--- src/rtl/mcu_sequencer_pkg.sv ---
// Shared constants, FSM state encodings and frame configuration record for mcu_sequencer.
package mcu_sequencer_pkg;

  localparam int CH      = 3;
  localparam int MAX_BPC = 4;
  localparam int MCUW    = 16;
  localparam int BPCW    = $clog2(MAX_BPC + 1);
  localparam int CHW     = $clog2(CH + 1);

  localparam logic [1:0] ST_IDLE = 2'd0;
  localparam logic [1:0] ST_CLR  = 2'd1;
  localparam logic [1:0] ST_RUN  = 2'd2;
  localparam logic [1:0] ST_PAD  = 2'd3;

  // bpc is packed with component 0 in the least significant field
  typedef struct packed {
    logic [CH*BPCW-1:0] bpc;
    logic [MCUW-1:0]    mcu_total;
    logic [MCUW-1:0]    rst_int;
  } cfg_t;

endpackage

--- src/rtl/mcu_sequencer_walk.sv ---
// Component/block/MCU walker: tracks where the current block sits in the frame.
// Restart-interval counting exists only when MCU_SEQ_RESTART_EN is defined.
module mcu_sequencer_walk
  import mcu_sequencer_pkg::*;
(
  input  logic           clk,
  input  logic           rst,
  input  cfg_t           cfg,
  input  logic           frame_start,
  input  logic           clr,
  input  logic           step,
`ifdef MCU_SEQ_RESTART_EN
  input  logic           mark,
`endif
  output logic [CHW-1:0] ch,
  output logic           frame_end,
  output logic           restart_due
);

  logic [CHW-1:0]  ch_q, ch_d;
  logic [BPCW-1:0] blk_q, blk_d;
  logic [MCUW-1:0] mcu_q, mcu_d;
  logic [MCUW-1:0] mcu_inc;
  logic [CH-1:0]   nz;
  logic [CHW-1:0]  first_ch, next_ch;
  logic            has_next;
  logic [BPCW-1:0] cur_bpc;
  logic            last_blk;
  logic            mcu_end;

  genvar gi;
  generate
    for (gi = 0; gi < CH; gi++) begin : g_nz
      assign nz[gi] = |cfg.bpc[gi*BPCW +: BPCW];
    end
  endgenerate

  // Descending scan so the lowest matching component is the one that sticks
  always_comb begin
    first_ch = '0;
    next_ch  = '0;
    has_next = 1'b0;
    cur_bpc  = '0;
    for (int c = CH - 1; c >= 0; c--) begin
      if (nz[c]) first_ch = CHW'(c);
      if (nz[c] && (c > int'(ch_q))) begin
        next_ch  = CHW'(c);
        has_next = 1'b1;
      end
      if (ch_q == CHW'(c)) cur_bpc = cfg.bpc[c*BPCW +: BPCW];
    end
  end

  assign last_blk  = (blk_q == cur_bpc - BPCW'(1));
  assign mcu_end   = last_blk && !has_next;
  assign mcu_inc   = mcu_q + MCUW'(1);
  assign frame_end = mcu_end && (mcu_inc == cfg.mcu_total);
  assign ch        = ch_q;

`ifdef MCU_SEQ_RESTART_EN
  logic [MCUW-1:0] rcnt_q, rcnt_d;
  logic [MCUW-1:0] rcnt_inc;

  // Counting MCUs since the last clear is equivalent to mcu_count % rst_int
  assign rcnt_inc    = rcnt_q + MCUW'(1);
  assign restart_due = mcu_end && !frame_end && (cfg.rst_int != '0) && (rcnt_inc == cfg.rst_int);
`else
  logic unused_rst_int;
  assign unused_rst_int = ^cfg.rst_int;
  assign restart_due    = 1'b0;
`endif

  always_comb begin
    ch_d  = ch_q;
    blk_d = blk_q;
    mcu_d = mcu_q;
`ifdef MCU_SEQ_RESTART_EN
    rcnt_d = rcnt_q;
    if (frame_start) rcnt_d = '0;
`endif
    if (frame_start) mcu_d = '0;
    if (clr) begin
      ch_d  = first_ch;
      blk_d = '0;
    end else if (step) begin
      if (!last_blk) begin
        blk_d = blk_q + BPCW'(1);
      end else begin
        blk_d = '0;
        if (has_next) begin
          ch_d = next_ch;
        end else begin
          ch_d  = first_ch;
          mcu_d = mcu_inc;
`ifdef MCU_SEQ_RESTART_EN
          rcnt_d = restart_due ? '0 : rcnt_inc;
`endif
        end
      end
    end
`ifdef MCU_SEQ_RESTART_EN
    if (mark) rcnt_d = '0;
`endif
  end

  always_ff @(posedge clk) begin
    if (rst) begin
      ch_q  <= '0;
      blk_q <= '0;
      mcu_q <= '0;
`ifdef MCU_SEQ_RESTART_EN
      rcnt_q <= '0;
`endif
    end else begin
      ch_q  <= ch_d;
      blk_q <= blk_d;
      mcu_q <= mcu_d;
`ifdef MCU_SEQ_RESTART_EN
      rcnt_q <= rcnt_d;
`endif
    end
  end

endmodule

--- src/rtl/mcu_sequencer.sv ---
// Attaches component/DC-AC context to decoded coefficients, pads after EOB, clears predictors.
// Optional MCU_SEQ_RESTART_EN adds restart-interval clearing and the in_rst_marker input.
module mcu_sequencer
  import mcu_sequencer_pkg::*;
(
  input  logic               clk,
  input  logic               rst,
  input  logic               cfg_valid,
  input  logic [CH*BPCW-1:0] cfg_bpc,
  input  logic [MCUW-1:0]    cfg_mcu_total,
  input  logic [MCUW-1:0]    cfg_rst_int,
  input  logic               in_valid,
  output logic               in_ready,
  input  logic signed [11:0] in_coef,
  input  logic               in_eob,
`ifdef MCU_SEQ_RESTART_EN
  input  logic               in_rst_marker,
`endif
  output logic               out_valid,
  input  logic               out_ready,
  output logic signed [11:0] out_coef,
  output logic               out_freq,
  output logic [CHW-1:0]     out_ch,
  output logic [5:0]         out_idx,
  output logic               out_last,
  output logic               pred_clr,
  output logic               frame_done
);

  logic [1:0]         state_q, state_d;
  logic [5:0]         idx_q, idx_d;
  cfg_t               cfg_q, cfg_d;
  logic               out_valid_q, out_valid_d;
  logic signed [11:0] out_coef_q, out_coef_d;
  logic               out_freq_q, out_freq_d;
  logic [CHW-1:0]     out_ch_q, out_ch_d;
  logic [5:0]         out_idx_q, out_idx_d;
  logic               out_last_q, out_last_d;
  logic               out_fe_q, out_fe_d;
  logic               frame_done_q, frame_done_d;

  logic               out_free, accept, pad_emit, emit, idx_end, blk_end;
  logic               marker_hit, degenerate;
  logic [CHW-1:0]     walk_ch;
  logic               walk_frame_end, walk_restart_due;

`ifdef MCU_SEQ_RESTART_EN
  assign marker_hit = (state_q == ST_RUN) && (idx_q == 6'd0) && in_rst_marker;
`else
  assign marker_hit = 1'b0;
`endif

  assign out_free   = !out_valid_q || out_ready;
  assign in_ready   = (state_q == ST_RUN) && out_free && !marker_hit;
  assign accept     = in_valid && in_ready;
  assign pad_emit   = (state_q == ST_PAD) && out_free;
  assign emit       = accept || pad_emit;
  assign idx_end    = (idx_q == 6'd63);
  assign blk_end    = emit && idx_end;
  assign degenerate = (cfg_bpc == '0) || (cfg_mcu_total == '0);

  mcu_sequencer_walk u_walk (
    .clk         (clk),
    .rst         (rst),
    .cfg         (cfg_q),
    .frame_start (state_q == ST_IDLE),
    .clr         (state_q == ST_CLR),
    .step        (blk_end),
`ifdef MCU_SEQ_RESTART_EN
    .mark        (marker_hit),
`endif
    .ch          (walk_ch),
    .frame_end   (walk_frame_end),
    .restart_due (walk_restart_due)
  );

  always_comb begin
    state_d      = state_q;
    idx_d        = idx_q;
    cfg_d        = cfg_q;
    out_valid_d  = out_valid_q;
    out_coef_d   = out_coef_q;
    out_freq_d   = out_freq_q;
    out_ch_d     = out_ch_q;
    out_idx_d    = out_idx_q;
    out_last_d   = out_last_q;
    out_fe_d     = out_fe_q;
    frame_done_d = 1'b0;

    // frame_done follows the handshake of the coefficient tagged as the frame's last
    if (out_valid_q && out_ready) begin
      out_valid_d  = 1'b0;
      out_fe_d     = 1'b0;
      frame_done_d = out_fe_q;
    end

    if (emit) begin
      out_valid_d = 1'b1;
      out_coef_d  = accept ? in_coef : 12'sd0;
      out_freq_d  = (idx_q != 6'd0);
      out_ch_d    = walk_ch;
      out_idx_d   = idx_q;
      out_last_d  = idx_end;
      out_fe_d    = blk_end && walk_frame_end;
      idx_d       = idx_q + 6'd1;
    end

    case (state_q)
      ST_IDLE: begin
        if (cfg_valid) begin
          cfg_d = '{bpc: cfg_bpc, mcu_total: cfg_mcu_total, rst_int: cfg_rst_int};
          if (degenerate) frame_done_d = 1'b1;
          else            state_d      = ST_CLR;
        end
      end
      ST_CLR: begin
        idx_d   = '0;
        state_d = ST_RUN;
      end
      ST_RUN: begin
        if (marker_hit)                     state_d = ST_CLR;
        else if (accept && !idx_end && in_eob) state_d = ST_PAD;
      end
      default: ;
    endcase

    if (blk_end) begin
      if (walk_frame_end)        state_d = ST_IDLE;
      else if (walk_restart_due) state_d = ST_CLR;
      else                       state_d = ST_RUN;
    end
  end

  always_ff @(posedge clk) begin
    if (rst) begin
      state_q      <= ST_IDLE;
      idx_q        <= '0;
      cfg_q        <= '0;
      out_valid_q  <= 1'b0;
      out_coef_q   <= '0;
      out_freq_q   <= 1'b0;
      out_ch_q     <= '0;
      out_idx_q    <= '0;
      out_last_q   <= 1'b0;
      out_fe_q     <= 1'b0;
      frame_done_q <= 1'b0;
    end else begin
      state_q      <= state_d;
      idx_q        <= idx_d;
      cfg_q        <= cfg_d;
      out_valid_q  <= out_valid_d;
      out_coef_q   <= out_coef_d;
      out_freq_q   <= out_freq_d;
      out_ch_q     <= out_ch_d;
      out_idx_q    <= out_idx_d;
      out_last_q   <= out_last_d;
      out_fe_q     <= out_fe_d;
      frame_done_q <= frame_done_d;
    end
  end

  assign out_valid  = out_valid_q;
  assign out_coef   = out_coef_q;
  assign out_freq   = out_freq_q;
  assign out_ch     = out_ch_q;
  assign out_idx    = out_idx_q;
  assign out_last   = out_last_q;
  assign pred_clr   = (state_q == ST_CLR);
  assign frame_done = frame_done_q;

endmodule

--- config.mk ---
export PLATFORM = sky130hd
export DESIGN_NAME = mcu_sequencer
export DESIGN_NICKNAME = d
export VERILOG_FILES = /design/src/rtl/mcu_sequencer_pkg.sv /design/src/rtl/mcu_sequencer_walk.sv /design/src/rtl/mcu_sequencer.sv
export SDC_FILE = /design/constraint.sdc
export NUM_CORES = 1
export LEC_CHECK = 0
export CAP_MARGIN = 20
export CORE_UTILIZATION = 51
export DETAILED_ROUTE_END_ITERATION = 12
export HOLD_SLACK_MARGIN = 0.03
export PLACE_DENSITY_LB_ADDON = 0.3
export RECOVER_POWER = 100
export SLEW_MARGIN = 20
export SYNTH_ARGS = -nofsm -noshare
export SYNTH_HDL_FRONTEND = slang
export SYNTH_SLANG_ARGS = --single-unit
--- constraint.sdc ---
create_clock -name clk -period 2.9 [get_ports clk]
set_input_delay 0.725 -clock clk [delete_from_list [all_inputs] [get_ports clk]]
set_output_delay 0.725 -clock clk [all_outputs]
set_load 0.02 [all_outputs]
After elaboration in Yosys (flattened, before gate mapping)
Cells that the tools add are included.
{ "totals": {"out_inout_bits": 26, "reg_bits": 79, "inputBits": 59} }
{ "op_classes": {"eq_ne": 11, "magnitude_cmp": 2, "mux": 34, "addsub": 4, "n_reduce_logical": 34} }
{ "op_table": {"columns": ["operator", "n"], "rows": [
  ["16-bit two-way mux", 5],
  ["2-bit two-way mux", 14],
  ["16-bit by 1-bit adder with 16-bit output, second input constant", 1],
  ["16-bit == test", 1],
  ["16-bit logical NOT", 1],
  ["1-bit logical AND", 12],
  ["12-bit two-way mux", 1],
  ["3-bit two-way mux", 4],
  ["9-bit logical NOT", 1],
  ["1-bit two-way mux", 9],
  ["3-bit OR reduction", 3],
  ["6-bit by 1-bit adder with 6-bit output, second input constant", 1],
  ["2-bit == test, second input constant", 3],
  ["6-bit == test, second input constant", 1],
  ["3-bit != test, second input constant", 2],
  ["2-bit one-hot mux with 3 select lines", 1],
  ["2-bit nonzero test", 3],
  ["6-bit nonzero test", 1],
  ["2-bit by 1-bit == test with 1-bit output, second input constant", 2],
  ["2-bit logical NOT", 2],
  ["2-bit AND reduction", 2],
  ["4-bit AND reduction", 1],
  ["4-bit nonzero test", 1],
  ["3-bit by 1-bit adder with 3-bit output, second input constant", 1],
  ["other kinds (8)", 12]
]} }

Longest topological paths before layout
Gate-level depths: netlist (run 1).
{ "depth": {"word_depth": 10, "ltp_mapped": 14, "ltp_nobuf": 11} }

By module
Synthesis (run 1) repeated with hierarchy kept, for this count alone.
{ "unflattened": {"cells_unflattened": 563, "area_unflattened_um2": 4610.7} }
{ "modules_own_cells": {"columns": ["mod", "cells_per_inst", "seq_area_each_um2", "n_inst", "area_per_inst_um2"], "rows": [
  ["mcu_sequencer", 345, 1481.4, 1, 2889.0],
  ["mcu_sequencer_walk", 218, 420.4, 1, 1721.7]
]} }

Worst setup path after synthesis (run 1)
No wires, ideal clock.
{ "synth_timing": {"path_type": "register to register", "startpoint": "reg u_walk.ch_q[1], in the netlist u_walk.ch[1]", "endpoint": "reg u_walk.mcu_q[7]", "stages_incl_launch_ff": 14, "arrival_ns": 2.332, "t_required_ns": 2.829, "setup_slack_ns": 0.497, "setup_ns": 0.071, "n_path_buf": 3, "cell_sequence": "dfxtp_1 buf_4 mux2i_1 o22ai_1 inv_1 ha_1 xor2_1 o311a_1 and4_1 buf_4 nor2_4 buf_2 o21ai_1 a21oi_1"} }
{ "synth_between": {"elab_chain_len": 9, "elab_cells_between_ends": 18} }
{ "synth_rtl": {"columns": ["element", "line_no", "rtl"], "rows": [
  ["start: declaration", "mcu_sequencer_walk.sv:20", "logic [CHW-1:0] ch_q, ch_d;"],
  ["start signal: assignment", "mcu_sequencer_walk.sv:115", "ch_q <= ch_d;"],
  ["2-bit == test", "mcu_sequencer_walk.sv:50", "if (ch_q == CHW'(c)) cur_bpc = cfg.bpc[c*BPCW +: BPCW];"],
  ["3-bit two-way mux (3 in a row)", "mcu_sequencer_walk.sv:50", null],
  ["3-bit by 1-bit subtractor with 3-bit output", "mcu_sequencer_walk.sv:54", "assign last_blk = (blk_q == cur_bpc - BPCW'(1));"],
  ["3-bit == test", "mcu_sequencer_walk.sv:54", null],
  ["16-bit two-way mux *", "mcu_sequencer_walk.sv:86", "if (!last_blk) begin"],
  ["16-bit two-way mux *", "mcu_sequencer_walk.sv:85", "end else if (step) begin"],
  ["16-bit two-way mux *", "mcu_sequencer_walk.sv:82", "if (clr) begin"],
  ["end signal: assignment", "mcu_sequencer_walk.sv:117", "mcu_q <= mcu_d;"],
  ["end: declaration", "mcu_sequencer_walk.sv:22", "logic [MCUW-1:0] mcu_q, mcu_d;"]
]} }
Mark *: on every way between the ends. The rest lies on a longest branch, timed or not.
A chain may end at the register's enable or synchronous reset.

Worst setup path after layout (run 1)
{ "layout_timing": {"startpoint": "in out_ready", "endpoint": "reg u_walk.mcu_q[14]"} }
{ "layout_between": {"elab_chain_len": 7, "elab_cells_between_ends": 8} }
{ "layout_rtl": {"columns": ["element", "line_no", "rtl"], "rows": [
  ["start: declaration", "mcu_sequencer.sv:20", "input logic out_ready,"],
  ["1-bit logical OR *", "mcu_sequencer.sv:53", "assign out_free = !out_valid_q || out_ready;"],
  ["1-bit logical AND", "mcu_sequencer.sv:54", "assign in_ready = (state_q == ST_RUN) && out_free && !marker_hit;"],
  ["1-bit logical AND", "mcu_sequencer.sv:55", "assign accept = in_valid && in_ready;"],
  ["1-bit logical OR *", "mcu_sequencer.sv:57", "assign emit = accept || pad_emit;"],
  ["1-bit logical AND *", "mcu_sequencer.sv:59", "assign blk_end = emit && idx_end;"],
  ["16-bit two-way mux *", "mcu_sequencer_walk.sv:85", null],
  ["16-bit two-way mux *", "mcu_sequencer_walk.sv:82", null]
]} }
Marks and branches as above.

==> results of run 1 <==
flip-flops by register name (all words and copies together), names as in the netlist, 3 cells and up:
name,flops
out_coef,12
u_walk.blk_q,3
idx_q,6
u_walk.mcu_q,16
cfg_q,25
out_idx,6
kinds of logic after synthesis:
group,Yosys count
DFF,79
buffers and inverters,37
AOI/OAI and AO/OA,116
xor gates and xnor gates,30
and+or+nand+nor,220
muxes,6
adders and majority gates,10
Yosys cell counts, types with 2 or more instances:
library cell / number / area, µm²
a22oi_1: 12 / 90.1
nand4b_1: 2 / 17.5
or2_2: 3 / 18.8
o21a_1: 2 / 15.0
ha_1: 10 / 125
o22ai_1: 3 / 18.8
nand4_1: 9 / 56.3
nand3b_1: 9 / 67.6
buf_4: 2 / 15.0
nand2b_1: 3 / 18.8
dfxtp_1: 79 / 1580
a2111oi_0: 2 / 17.5
and2_1: 11 / 68.8
nand3_1: 14 / 70.1
a21oi_1: 66 / 330
and3_1: 4 / 25.0
mux2i_1: 6 / 60.1
clkbuf_1: 19 / 71.3
o21ai_1: 12 / 60.1
o21ai_0: 7 / 35.0
nor2_1: 45 / 169
xnor2_1: 15 / 131
a31oi_1: 3 / 18.8
inv_1: 10 / 37.5
xor2_1: 15 / 131
nor3_1: 9 / 45.0
o31ai_1: 2 / 15.0
or3_1: 8 / 50.1
nand2_1: 90 / 338
nor4_1: 7 / 43.8
buf_2: 4 / 20.0
repair_timing:
| item | 4_1_cts | 5_1_grt |
|---|---|---|
| hold buffers | 0 | 0 |
| endpoints found under the setup margin | 0 | 4 |
| resized for setup | 0 | 1 |
| setup buffers | 0 | 1 |
| endpoints found under the hold margin | 0 | 0 |
tightest hold or removal path, delay by kind of cell (launching register included):
family | cells | cell delay, ns
compound gates | 1 | 0.05
simple gates | 1 | 0.05
flops | 1 | 0.31
worst paths after layout:
path / from / end / slack [ns] / cells past startpoint
worst max-delay path: out_ready / u_walk.mcu_q[14] / 0.15 / 10
worst min-delay path: out_idx[2] / out_idx[2] / 0.46 / 2
worst max register to register: u_walk.ch[1] / u_walk.mcu_q[14] / 0.23 / 12
worst min register to register: out_idx[2] / out_idx[2] / 0.46 / 2
metrics by stage:
step | total power [mW] | std cells
2_1_floorplan | 2.05 | 498
3_5_place_dp | 2.39 | 656
3_3_place_gp | 2.35 | 656
6_report | 3.44 | 673
5_1_grt | 3.62 | 673
4_1_cts | 3.44 | 672
cell usage in the layout (no fill, tap or decap), types with 4 or more instances in the layout:
cell              n
dlygate4sd3_1    27
nand3b_1          9
ha_1             10
inv_1            10
a21oi_1          66
and2_1            9
clkdlybuf4s50_1  39
buf_4            12
nand2_1          90
dfxtp_1          79
bufinv_16         4
nor2_1           45
nand3_1          14
nor3_1            9
xnor2_1          15
o21ai_0          17
nand4_1           9
clkbuf_8          9
mux2i_1           6
or3_1             8
a22oi_1          12
nor4_1            7
xor2_1           15
and3_1            4
clkbuf_1          6
routing by layer:
layer  vias up  track usage  routed length [µm]
li1       1862            -                   -
met3        17       0.0332                 346
met4         0        0.101                 165
met1      1766        0.318                4400
met2        97        0.433                4690
met5         -            0                   0
power by group:
| part | total, mW | internal, mW | switching, mW |
|---|---|---|---|
| Sequential | 1.30 | 1.20 | 0.102 |
| Combinational | 1.08 | 0.443 | 0.633 |
| Clock | 1.06 | 0.658 | 0.399 |
| Total | 3.44 | 2.30 | 1.13 |
cell type report:
class	count	share of cell area
multi-input combinational	382	0.433
inverter	10	0.00753
clock inverter	6	0.0266
sequential	79	0.317
timing repair buffer	87	0.165
tap	99	0.0249
clock buffer	10	0.0256
==> flow_summary_export.csv, run 1 <==
group,metric,value,unit
finish,synthToLayoutAreaGrowth,27.8,%
floorplan,design.core.area,7330,µm²
synthesis,synth_xor_area_frac,0.0674,
setup_path,critical_path_buf_inv_count,3,
min_path,hp-class,"flop to flop",
flow_run,max-cap-violations,0,
routing,ant_nets,0,
timing,hold_violations,0,
place,routabilityCongestion,0.965,
routing,drc,0,
timing,worst_pin_slew,1.07,ns
floorplan,die_x,89.4,µm
global_route,grtUsageTotal,0.252,
finish,utilization,0.680,
synthesis,ys_seq_area_frac,0.406,
synthesis,netlist_area,3900,µm²
synthesis,synthArstFlopShare,0,
place,portBuffers,68,
finish,multi_input_area,2160,µm²
setup_path,crit_path_cell_trace,"dlygate4sd3_1 -> nor2b_1 -> or4b_4 -> a21oi_2 -> and4_1 -> buf_12 -> nor2_4 -> buf_12 -> o21ai_0 -> a21oi_1",
place,dp_slack,0.000992,ns
timing,period_share,0.949,
synthesis,syn_nets,567,
cts,clk_latency,0.35,ns
synthesis,synth_cells,498,
timing,maxSlewHeadroom,0.288,
synthesis,synthSimpleGateAreaFrac,0.269,
global_route,grt_pass1_wl,15.4,mm
synthesis,synth_top_family_by_area,"simple AND/OR/NAND/NOR gates",
finish,nNetsFinal,638,
finish,design_area,4980,µm²
place,hpwl,6.90,mm
synthesis,synthFlopType,"dfxtp_1",
timing,fmax,0.363,GHz
synthesis,syn_area_per_cell,7.83,µm²
global_route,antenna_found_initial,0,
setup_path,path_max_fanout,14,
timing,drv_slew,0,
timing,fin_ws,0.148,ns
setup_path,crit_path_start_kind,"input pin",
cts,cts_tree,"built",
cts,cts_buffers,9,
timing,period_needed,2.75,ns
place,place_area,4720,µm²
cts,htreeDepth,3,
synthesis,yosys.area_share.adder,0.0321,
routing,num_vias,3742,
floorplan,num_rows,31,
setup_path,crit_path_frequent_cell,"buf_12",
finish,antenna_cells,0,
timing,timing.hold.ws,0.458,ns
status,outcome,"finished, final reports clean",
power_and_ir_drop,p_per_area,689,nW/µm²
synthesis,synth_edf_count,0,
global_route,grt_max_degree,29,
setup_path,cp_top_family,"simple AND/OR/NAND/NOR gates",
floorplan,ioPinCount,85,
cts,cts_buffer_depth,2,
timing,tns,0,ns
routing,routed_wl,9.60,mm
routing,post_drt_wl_per_cell,14.3,µm
cts,cts-root-buf,"clkbuf_8",
timing,fin_skew,0.0123,ns
routing,drtPass1Iterations,4,
routing,drt_iter0_drc,155,
setup_path,crit_path_end_kind,"flop",
floorplan,start_util,0.532,
synthesis,synthMuxAreaShare,0.0154,
synthesis,ys_seq_elements,79,
setup_path,worstPathRequired,3.11,ns
timing,setup-violations-final,0,
floorplan,die_area,8000,µm²
synthesis,synth_compound_area_frac,0.170,
synthesis,ys_types,46,
timing,rsz0062_at_grt,"no",
routing,viasPerCell,5.56,
setup_path,max_stage_delay,0.56,ns
synthesis,yosys_warnings,0,
setup_path,crit_type,"input pin to flop",
power_and_ir_drop,p_leak,1.87,nW
finish,drive_gt1_frac,0.0662,
finish,seq_area,1580,µm²
floorplan,die-height,89.4,µm
setup_path,crit_arrival,2.96,ns
global_route,grt_pass1_vias,3470,
global_route,grt_overflow,0,
power_and_ir_drop,peakVddDrop,0.000412,V
finish,fillerInstances,600,
cts,path_clk_slew,0.08,ns
cts,clock-sinks,79,
setup_path,slowest_stage,"dlygate4sd3_1",
Note: power is estimated with default switching activity, not from simulation.
==> inputs of run 2 (changes only) <==
==> constraint.sdc (replaced) <==
create_clock -name clk -period 2.9 [get_ports clk]
set_input_delay 0.725 -clock clk [delete_from_list [all_inputs] [get_ports clk]]
set_output_delay 0.725 -clock clk [all_outputs]
set_load 0.005 [all_outputs]
==> run 2 against run 1 <==
Net effect:
- critical path depth stayed put
- via count is 0.72% lower
- total power is 8.3% lower
- wire length is 0.44% lower
- combinational power is 5% lower
- maximum frequency is 0.52% higher
- clock skew is 0.0050 ns higher
- die area stayed put
- utilization is 1.2 points lower
- critical path type unchanged
- largest cell class unchanged
- largest power group unchanged
==> flow_summary_export.csv, run 2 (synthesized netlist as in run 1, its figures left out) <==
group,metric,value,unit
routing,routed_wl,9.56,mm
routing,drtPass1Iterations,4,
timing,worst_pin_slew,0.813,ns
place,portBuffers,68,
global_route,grt_max_degree,39,
finish,drive_gt1_frac,0.0596,
setup_path,max_stage_delay,0.55,ns
routing,num_vias,3715,
routing,post_drt_wl_per_cell,14.3,µm
finish,nNetsFinal,635,
routing,drt_iter0_drc,244,
setup_path,slowest_stage,"dlygate4sd3_1",
setup_path,crit_arrival,2.97,ns
floorplan,ioPinCount,85,
setup_path,crit_path_start_kind,"input pin",
routing,viasPerCell,5.55,
power_and_ir_drop,p_leak,1.85,nW
finish,synthToLayoutAreaGrowth,25.5,%
timing,fin_ws,0.163,ns
global_route,globalRouteMet1Util,0.330,
routing,drc,0,
cts,clk_latency,0.37,ns
min_path,hp-class,"flop to flop",
setup_path,crit_path_cell_trace,"dlygate4sd3_1 -> a21oi_1 -> or4b_4 -> a21oi_2 -> and4_1 -> buf_12 -> nor2_4 -> buf_12 -> o21ai_0 -> a21oi_1",
global_route,grt_pass1_wl,15.7,mm
flow_run,max-cap-violations,0,
cts,cts-root-buf,"clkbuf_8",
global_route,grt_pass1_vias,3464,
power_and_ir_drop,p_per_area,644,nW/µm²
timing,period_share,0.944,
global_route,use_met3,0.0526,
power_and_ir_drop,peakVddDrop,0.000379,V
setup_path,worstPathRequired,3.14,ns
cts,path_clk_slew,0.08,ns
finish,mostFrequentLayoutCells,"nand2_1, dfxtp_1, a21oi_1",
floorplan,die-height,89.4,µm
floorplan,design.core.area,7330,µm²
cts,clock-sinks,79,
global_route,met2_usage,0.425,
cts,cts_buffers,9,
finish,antenna_cells,0,
global_route,top_usage_layer,"met2",
global_route,grt_overflow,0,
cts,cts_tree,"built",
routing,ant_nets,0,
timing,drv_slew,0,
timing,period_needed,2.74,ns
finish,layout_commonest_cell,"nand2_1",
floorplan,start_util,0.532,
setup_path,crit_type,"input pin to flop",
timing,hold_violations,0,
floorplan,die_area,8000,µm²
cts,htreeDepth,3,
place,hpwl,6.80,mm
setup_path,crit_path_end_kind,"flop",
timing,fmax,0.365,GHz
floorplan,num_rows,31,
place,dp_slack,-0.0222,ns
finish,regMostFlops,"cfg_q",
power_and_ir_drop,finalPower,3.15,mW
setup_path,path_max_fanout,15,
timing,fin_skew,0.0173,ns
timing,rsz0062_at_grt,"no",
global_route,grtUsageTotal,0.256,
place,routabilityCongestion,0.960,
finish,fillerInstances,616,
finish,largest_reg_flops,25,
floorplan,die_x,89.4,µm
timing,setup-violations-final,0,
timing,maxSlewHeadroom,0.456,
cts,cts_buffer_depth,2,
global_route,antenna_found_initial,0,
status,outcome,"finished, final reports clean",
[run 2: cell types whose count changed in the layout (fill, tap and decap cells not counted), moves of 2 or more]
cell	delta
clkbuf_1	-2
buf_4	-2
clkbuf_2	+2
o21ai_1	+3
o21ai_0	-3
bufinv_16	-3
[run 2: critical path, delay by kind of cell]
| family | cells | cell delay (ns) |
|---|---|---|
| buf+inv | 3 | 0.86 |
| simple gates | 3 | 0.85 |
| compound gates | 4 | 0.54 |
[run 2: timing repair]
| item | in CTS | in global routing |
|---|---|---|
| resized for setup | 0 | 1 |
| setup buffers | 0 | 1 |
| setup endpoints to repair | 0 | 8 |
| hold buffers | 0 | 0 |
[run 2: worst paths after layout]
kind | end | cells past startpoint | start | slack, ns
min reg2reg | out_ch[0] | 2 | out_ch[0] | 0.45
max reg2reg | u_walk.mcu_q[3] | 12 | u_walk.ch[1] | 0.20
min | out_ch[0] | 2 | out_ch[0] | 0.45
max | u_walk.mcu_q[3] | 10 | in_valid | 0.16
[run 2: routing by layer]
metal,vias to the layer above,routed length [µm]
met5,-,0
met4,0,159
met3,14,312
met2,83,4580
met1,1756,4510
li1,1862,-
[run 2: final cells by class]
cell class              count  area [µm²]  area share
well taps                  99         124      0.0253
multi-input cells         382        2150       0.440
flip-flops and latches     79        1580       0.323
clock inverters             3        43.8     0.00895
clock buffers              12         145      0.0297
inverters                  10        37.5     0.00767
repair buffers             84         811       0.166
[run 2: report_power, final]
part | switching (mW) | internal [mW]
clock network | 0.399 | 0.418
registers | 0.103 | 1.20
logic | 0.581 | 0.448
[run 2: stage by stage]
stage	instance area, µm²	instances	setup TNS (ns)	hold slack, ns	utilization
finish	4890	669	0	0.453	0.668
global route	4890	669	0	0.482	0.668
CTS	4890	668	0	0.457	0.667
detailed placement	4700	653	-0.0472	0.446	0.641
global placement	4700	653	0	0.445	0.641
floorplan	3900	498	0	0.448	-
==> inputs of run 3 (changes only) <==
Settings changed: CORE_MARGIN set to 4, CTS_CLUSTER_SIZE set to 24.
==> run 3 against run 2 <==
Net effect:
- clock-buffer cell count is 2 lower
- combinational power about the same
- clock skew fell by 0.0065 ns
- flip-flop and latch count did not move
- register-to-register slack worse by 0.02 ns
- global-route usage fell by 3.2 points
- total power shrank 0.98%
- final cell count decreased by 0.15%
- first-iteration DRC count down 1.2%
- maximum frequency decreased by 2.5%
- largest cell class unchanged
- largest power group unchanged
==> flow_summary_export.csv, run 3 (synthesized netlist as in run 1, its figures left out) <==
group,metric,value,unit
cts,path_clk_slew,0.08,ns
setup_path,max_stage_delay,0.51,ns
setup_path,crit_path_cell_trace,"clkdlybuf4s50_1 -> buf_4 -> nand2b_1 -> and2_1 -> clkdlybuf4s50_1",
floorplan,design.core.area,7330,µm²
cts,cts_buffers,9,
setup_path,crit_path_start_kind,"input pin",
min_path,min_path_cells,2,
cts,clk_latency,0.35,ns
setup_path,path_max_fanout,3,
finish,mostFrequentLayoutCells,"nand2_1, dfxtp_1, a21oi_1",
global_route,grt_overflow,0,
setup_path,critical_path_buf_inv_count,3,
floorplan,num_rows,31,
finish,fillerInstances,635,
finish,seq_area,1580,µm²
timing,hold_violations,0,
cts,cts_buffer_depth,2,
setup_path,r2r_cells,12,
min_path,hp-class,"flop to flop",
finish,antenna_cells,0,
timing,worst_pin_slew,1.02,ns
finish,synthToLayoutAreaGrowth,25.3,%
setup_path,crit_arrival,2.08,ns
floorplan,ioPinCount,85,
floorplan,die_x,95.4,µm
cts,clock-sinks,79,
cts,htreeDepth,3,
cts,cts_tree,"built",
global_route,antenna_found_initial,0,
finish,nNetsFinal,635,
timing,period_share,0.968,
floorplan,die_area,9110,µm²
flow_run,max-cap-violations,0,
timing,drv_slew,0,
place,place_area,4700,µm²
place,routabilityCongestion,0.899,
routing,ant_nets,0,
finish,drive_gt1_frac,0.0598,
power_and_ir_drop,peakVddDrop,0.000394,V
timing,timing.hold.ws,0.455,ns
place,hpwl,7.14,mm
finish,largest_reg_flops,25,
setup_path,crit_path_frequent_cell,"clkdlybuf4s50_1",
routing,drtPass1Iterations,4,
global_route,grt_pass1_vias,3461,
timing,rsz0062_at_grt,"no",
timing,setup-violations-final,0,
power_and_ir_drop,p_per_area,639,nW/µm²
timing,tns,0,ns
timing,maxSlewHeadroom,0.317,
cts,cts_resized,0,
finish,regMostFlops,"cfg_q",
place,portBuffers,68,
routing,num_vias,3693,
global_route,grt_max_degree,42,
floorplan,start_util,0.532,
routing,post_drt_wl_per_cell,14.8,µm
routing,drt_iter0_drc,241,
finish,utilization,0.666,
routing,viasPerCell,5.53,
cts,cts-root-buf,"clkbuf_8",
global_route,grt_pass1_wl,16.1,mm
power_and_ir_drop,p_leak,1.82,nW
setup_path,cp_top_family,"buffers and inverters",
global_route,grtUsageTotal,0.224,
setup_path,crit_path_end_kind,"output pin",
timing,fmax,0.356,GHz
timing,fin_skew,0.0109,ns
setup_path,worstPathRequired,2.17,ns
setup_path,slowest_stage,"clkdlybuf4s50_1",
status,outcome,"finished, final reports clean",
finish,design_area,4880,µm²
routing,drc,0,
routing,routed_wl,9.90,mm
setup_path,crit_type,"input pin to output pin",
timing,period_needed,2.81,ns
floorplan,die-height,95.4,µm
finish,layout_commonest_cell,"nand2_1",
setup_path,cp.depth,5,
power_and_ir_drop,finalPower,3.12,mW
finish,multi_input_area,2160,µm²
-- run 3: per-stage QoR --
| step | setup WS (ns) | cells |
|---|---|---|
| 4_1_cts | 0.0855 | 667 |
| 5_1_grt | 0.0204 | 668 |
| 6_report | 0.0937 | 668 |
| 3_3_place_gp | 0.0586 | 653 |
| 3_5_place_dp | -0.0149 | 653 |
| 2_1_floorplan | 0.497 | 498 |
-- run 3: per-layer routing --
layer,track usage,vias to the layer above,share of wire
met5,0,-,0
met4,0.0841,0,0.014
met3,0.0379,11,0.044
met2,0.380,76,0.49
met1,0.284,1748,0.45
li1,-,1858,-
-- run 3: final timing paths --
path                              startpoint                to  slack [ns]
worst min-delay path               out_ch[0]         out_ch[0]        0.46
worst max-delay path               out_ready          in_ready        0.09
worst max register to register  u_walk.ch[1]  u_walk.mcu_q[14]        0.18
worst min register to register     out_ch[0]         out_ch[0]        0.46
-- run 3: cell type report --
cell class	count	area share
Multi-Input combinational cell	382	0.442
Timing Repair Buffer	84	0.165
Sequential cell	79	0.324
Clock inverter	4	0.00999
Tap cell	99	0.0254
Clock buffer	10	0.0261
Inverter	10	0.00768
-- run 3: power by group --
group	leakage [nW]	total [mW]	internal, mW	switching (mW)
logic	1.09	1.03	0.448	0.580
registers	0.641	1.31	1.20	0.105
clock network	0.0920	0.785	0.388	0.398
-- run 3: timing repair --
item,CTS,global route
setup buffers,0,1
setup endpoints to repair,0,3
hold buffers,0,0
-- run 3: worst reg2reg max path, cell delays in order (launching register included) --
cell	delay [ns]
dfxtp_1	0.50
mux2i_1	0.12
o22ai_1	0.23
inv_1	0.07
ha_1	0.21
xor2_1	0.16
o311a_1	0.40
nand4_1	0.10
clkbuf_2	0.24
buf_4	0.21
nor2_1	0.06
o21ai_0	0.21
a21oi_1	0.09
